===== src/rtl/deser_pkg.sv =====
// Shared constants and types for the bit-stream deserializer and the downstream pattern detector.
package deser_pkg;

    localparam int unsigned DESER_WIDTH = 32;
    localparam int unsigned DESER_CNT_W = 16;

    // Word type handed to the pattern-detector stage.
    typedef logic [DESER_WIDTH-1:0] deser_word_t;

    // The bit counter must represent 0..width inclusive.
    function automatic int unsigned cnt_width(input int unsigned width);
        return $clog2(width + 1);
    endfunction

endpackage


===== src/rtl/deser_out_reg.sv =====
// Generic one-entry valid/ready output register; free means a load this cycle cannot overwrite
// an unconsumed word.
module deser_out_reg #(
    parameter int unsigned WIDTH = 32
) (
    input  logic             clk,
    input  logic             rst,
    input  logic             load,
    input  logic [WIDTH-1:0] load_data,
    output logic [WIDTH-1:0] data,
    output logic             valid,
    input  logic             ready,
    output logic             free
);

    always_comb begin
        free = !valid || ready;
    end

    always_ff @(posedge clk or posedge rst) begin
        if (rst) begin
            data  <= '0;
            valid <= 1'b0;
        end else if (load) begin
            data  <= load_data;
            valid <= 1'b1;
        end else if (ready) begin
            valid <= 1'b0;
        end
    end

endmodule


===== src/rtl/bit_stream_deserializer.sv =====
// Serial-to-parallel deserializer with valid/ready on both sides and a one-word output register.
// Define DESER_MSB_FIRST_EN to assemble words MSB-first (default is LSB-first).
module bit_stream_deserializer
    import deser_pkg::*;
#(
    parameter int unsigned WIDTH = DESER_WIDTH,
    parameter int unsigned CNT_W = DESER_CNT_W
) (
    input  logic             clk,
    input  logic             rst,
    input  logic             bit_in,
    input  logic             bit_valid,
    output logic             bit_ready,
    input  logic             flush,
    output logic [WIDTH-1:0] word_out,
    output logic             word_valid,
    input  logic             word_ready,
    output logic [CNT_W-1:0] word_count
);

    localparam int unsigned     BC_W = cnt_width(WIDTH);
    localparam logic [BC_W-1:0] FULL = BC_W'(WIDTH);
    localparam logic [BC_W-1:0] LAST = BC_W'(WIDTH - 1);

    logic [WIDTH-1:0] shreg;
    logic [WIDTH-1:0] shifted;
    logic [WIDTH-1:0] load_word;
    logic [BC_W-1:0]  bit_cnt;
    logic             out_free;
    logic             parked;
    logic             accept;
    logic             xfer;

    always_comb begin
        parked    = (bit_cnt == FULL);
        bit_ready = !parked || out_free;
        accept    = bit_valid && bit_ready;
`ifdef DESER_MSB_FIRST_EN
        shifted   = {shreg[WIDTH-2:0], bit_in};
`else
        shifted   = {bit_in, shreg[WIDTH-1:1]};
`endif
        // The completing bit is bypassed straight into the output register, so no bubble cycle.
        xfer      = !flush && out_free && (parked || ((bit_cnt == LAST) && accept));
        load_word = parked ? shreg : shifted;
    end

    // Stale bits left behind after a transfer are shifted out before the next word completes.
    always_ff @(posedge clk or posedge rst) begin
        if (rst) begin
            shreg   <= '0;
            bit_cnt <= '0;
        end else if (flush) begin
            shreg   <= '0;
            bit_cnt <= '0;
        end else if (parked) begin
            if (xfer) begin
                shreg   <= shifted;
                bit_cnt <= accept ? BC_W'(1) : '0;
            end
        end else if (accept) begin
            shreg   <= shifted;
            bit_cnt <= xfer ? '0 : bit_cnt + BC_W'(1);
        end
    end

    always_ff @(posedge clk or posedge rst) begin
        if (rst) begin
            word_count <= '0;
        end else if (xfer) begin
            word_count <= word_count + CNT_W'(1);
        end
    end

    deser_out_reg #(
        .WIDTH(WIDTH)
    ) u_out_reg (
        .clk      (clk),
        .rst      (rst),
        .load     (xfer),
        .load_data(load_word),
        .data     (word_out),
        .valid    (word_valid),
        .ready    (word_ready),
        .free     (out_free)
    );

endmodule

===== config.mk =====
export PLATFORM = sky130hd
export DESIGN_NAME = bit_stream_deserializer
export DESIGN_NICKNAME = d
export VERILOG_FILES = /design/src/rtl/deser_pkg.sv /design/src/rtl/deser_out_reg.sv /design/src/rtl/bit_stream_deserializer.sv
export SDC_FILE = /design/constraint.sdc
export NUM_CORES = 1
export LEC_CHECK = 0
export BUFFER_PORTS_ARGS = -buffer_cell sky130_fd_sc_hd__buf_2
export CAP_MARGIN = 25
export CORE_ASPECT_RATIO = 0.8
export CORE_MARGIN = 2
export CORE_UTILIZATION = 50
export CTS_CLUSTER_DIAMETER = 40
export DETAILED_ROUTE_END_ITERATION = 7
export PLACE_DENSITY = 0.82
export SYNTH_ARGS = -nofsm -noshare
export SYNTH_HDL_FRONTEND = slang
export SYNTH_SLANG_ARGS = --single-unit

===== constraint.sdc =====
create_clock -name clk -period 7.05 [get_ports clk]
set_input_delay 0.705 -clock clk [delete_from_list [all_inputs] [get_ports clk]]
set_output_delay 0.705 -clock clk [all_outputs]
set_load 0.02 [all_outputs]

==> reports/metrics.csv <==
metric,value,unit
status,"finished, final reports clean",
setup_ws,4410,ps
cts_tree,done,
fin_crit,2640,ps
synthArstFlopShare,1.00,
grt_overflow_total,0,
fp.coreArea,7840,sq um
gp_congestion,0.897,
synth_cell_types,38,
tightest_slew,731,ps
cts_setup_buffers,0,
num_vias,2832,
share_comb_of_total_power,0.078,
clkPwrFrac,0.343,
drt-total-wl,7.78,mm
setup_viol,0,
clkSinkCount,87,
grt_max_degree,88,
fp-row-count,29,
cts.htree.levels,3,
p_per_area,198,nW/um^2
slew_violations,0,
finalNonFillerCells,493,
pre_cts_slack,4580,ps
port_buffers,55,
synth_cells,334,
fp.dieArea,8680,sq um
viasPerCell,5.74,
tns,0,ps
grt_pass1_vias,2773,
antenna_found_initial,0,
clkLatencyLatePin,370,ps
crit_start,bit_cnt[0],
hp-class,in2async,
swShare,0.263,
hold_violations,0,
netlist_area,3970,sq um
yosys.area.top_type,dfrtp_1,
cp.required,6340,ps
worst-path-max-fanout,5,
clock_path_buffers,2,
fin_nets,389,
end_kind,output pin,
cp-start-kind,register,
root_buffer,clkbuf_8,
fin_util,0.577,
ys_warn_count,0,
routedWlPerCell,15.8,microns
track_usage,0.189,
antenna_left,0,
yosysSeqAreaShare,0.548,
grt_first_pass_wirelength,13.3,mm
die_w,104,microns
yosysTopAreaCellShare,0.548,
drt_iter0_drc,134,
maxCapViolCount,0,
fmax,378,MHz
diodes,0,
route.detailed.drc,0,
max_slew_margin,0.513,
ff2ff_path_depth,7,
dp_hpwl,4.96,mm
start_util,0.507,
p_sw,236,uW
power.total,895,uW
skew,12.1,ps
synth_area_per_cell,11.9,sq um
period_share,0.375,
dp.cells,475,
p_int,659,uW
ir_drop,0.139,mV
synth_edf_count,0,
ys_seq_elements,87,
final_layout_size_suffix_gt1_frac,0.234,
cts_hold_buf,0,
path_clk_slew,90,ps
area_growth,13.8,%
ys.flop_type,dfrtp_1,
rsz0062_at_grt,no,
seq_power_share,0.579,
p_leak,1.99,nW
synth_area_leaders,"dfrtp_1 55%, mux2i_1 8.1%, a22o_1 7.5%",
post_cts_resized,0,
crit_type,reg2out,
syn_nets,343,
cts-buffers-inserted,9,
io_pins,56,
rr_startpoint,bit_cnt[0],
die_y,83.7,microns
crit_arrival,1940,ps
firstDrtPassIters,4,
## final timing paths
| path | slack, ps | end |
|---|---|---|
| setup / recovery | 4410 | bit_ready |
| max in group asynchronous | 6090 | bit_cnt[2] |
| min in group clk | 470 | word_count[15] |
| hold reg to reg | 470 | word_count[15] |
| hold / removal | 360 | word_count[15] |
| setup reg to reg | 4600 | word_count[1] |
## routing by layer
metal / track usage / vias to the layer above / wire length [microns]
met4: 0.0565 / 0 / 60
met5: 0 / - / 0
met3: 0.0500 / 6 / 440
met2: 0.302 / 82 / 3570
met1: 0.255 / 1402 / 3710
li1: - / 1342 / -
## Yosys cell counts (2+ instances only)
| library cell | instances |
|---|---|
| dfrtp_1 | 87 |
| a21oi_1 | 35 |
| a22o_1 | 34 |
| a31oi_1 | 32 |
| mux2i_1 | 32 |
| xnor2_1 | 15 |
| nand3_1 | 11 |
| buf_2 | 10 |
| buf_6 | 7 |
| clkbuf_1 | 7 |
| nand2_1 | 7 |
| nand4_1 | 7 |
| inv_1 | 6 |
| nor2_1 | 6 |
| and3_1 | 5 |
| and2_1 | 4 |
| buf_4 | 3 |
| ha_1 | 3 |
| nand2b_1 | 2 |
| nor3_2 | 2 |
| xor2_1 | 2 |
## cell usage in the layout, fill, tap and decap left out, types with 2 or more instances in the layout
cell / n
a21oi_1: 35
mux2i_1: 32
dfrtp_1: 87
clkinv_2: 3
nand3_1: 11
buf_16: 3
clkinvlp_4: 4
clkbuf_8: 9
xnor2_1: 15
nand4_1: 7
buf_4: 4
and3_1: 5
a22o_1: 34
inv_1: 5
ha_1: 3
and2_1: 4
nor2_1: 4
a31oi_1: 32
nand2b_1: 2
xor2_1: 2
nor2_4: 2
buf_2: 55
nand2_1: 7
## stage by stage
step           area [sq um]  hold WS, ps
2_1_floorplan          3970          466
3_3_place_gp           4270          457
3_5_place_dp           4290          463
4_1_cts                4470          478
5_1_grt                4520          389
6_report               4520          361
## cells by family (layout without fill, tap and decap cells)
| group | count (synthesis) | count (layout) | synth area share |
|---|---|---|---|
| compound gates | 109 | 109 | 0.187 |
| fa+ha+maj | 3 | 3 | 0.00945 |
| buf+inv | 33 | 84 | 0.0504 |
| flops | 87 | 87 | 0.548 |
| mux | 33 | 33 | 0.0834 |
| simple gates | 52 | 52 | 0.0841 |
| xor+xnor | 17 | 17 | 0.0375 |
## flip-flops by register name (all words and copies together), names as in the netlist
name,cells
bit_cnt,6
u_out_reg.data,32
word_count,16
u_out_reg.valid,1
shreg,32
## cell type report
cell class / count / area, sq um
clock buffers: 9 / 124
repair buffers: 62 / 388
clock inverters: 7 / 48.8
flip-flops and latches: 87 / 2180
well taps: 108 / 135
fillers: 675 / 3320
multi-input cells: 214 / 1630
inverters: 6 / 23.8
## power by group through the flow
stage          Combinational, mW  Clock, mW  Sequential (mW)
2_1_floorplan             0.0371          0            0.539
3_3_place_gp              0.0655          0            0.528
3_5_place_dp              0.0688          0            0.528
4_1_cts                   0.0689      0.315            0.519
5_1_grt                   0.0778      0.334            0.520
6_report                  0.0699      0.307            0.519
## critical path, cell delays in order (launching register included)
cell       delay (ps)
dfrtp_1           430
inv_1             100
ha_1              220
nand4bb_4         200
nor3_2            370
inv_1              90
buf_2             170
Note: power is estimated with default switching activity, not from simulation.
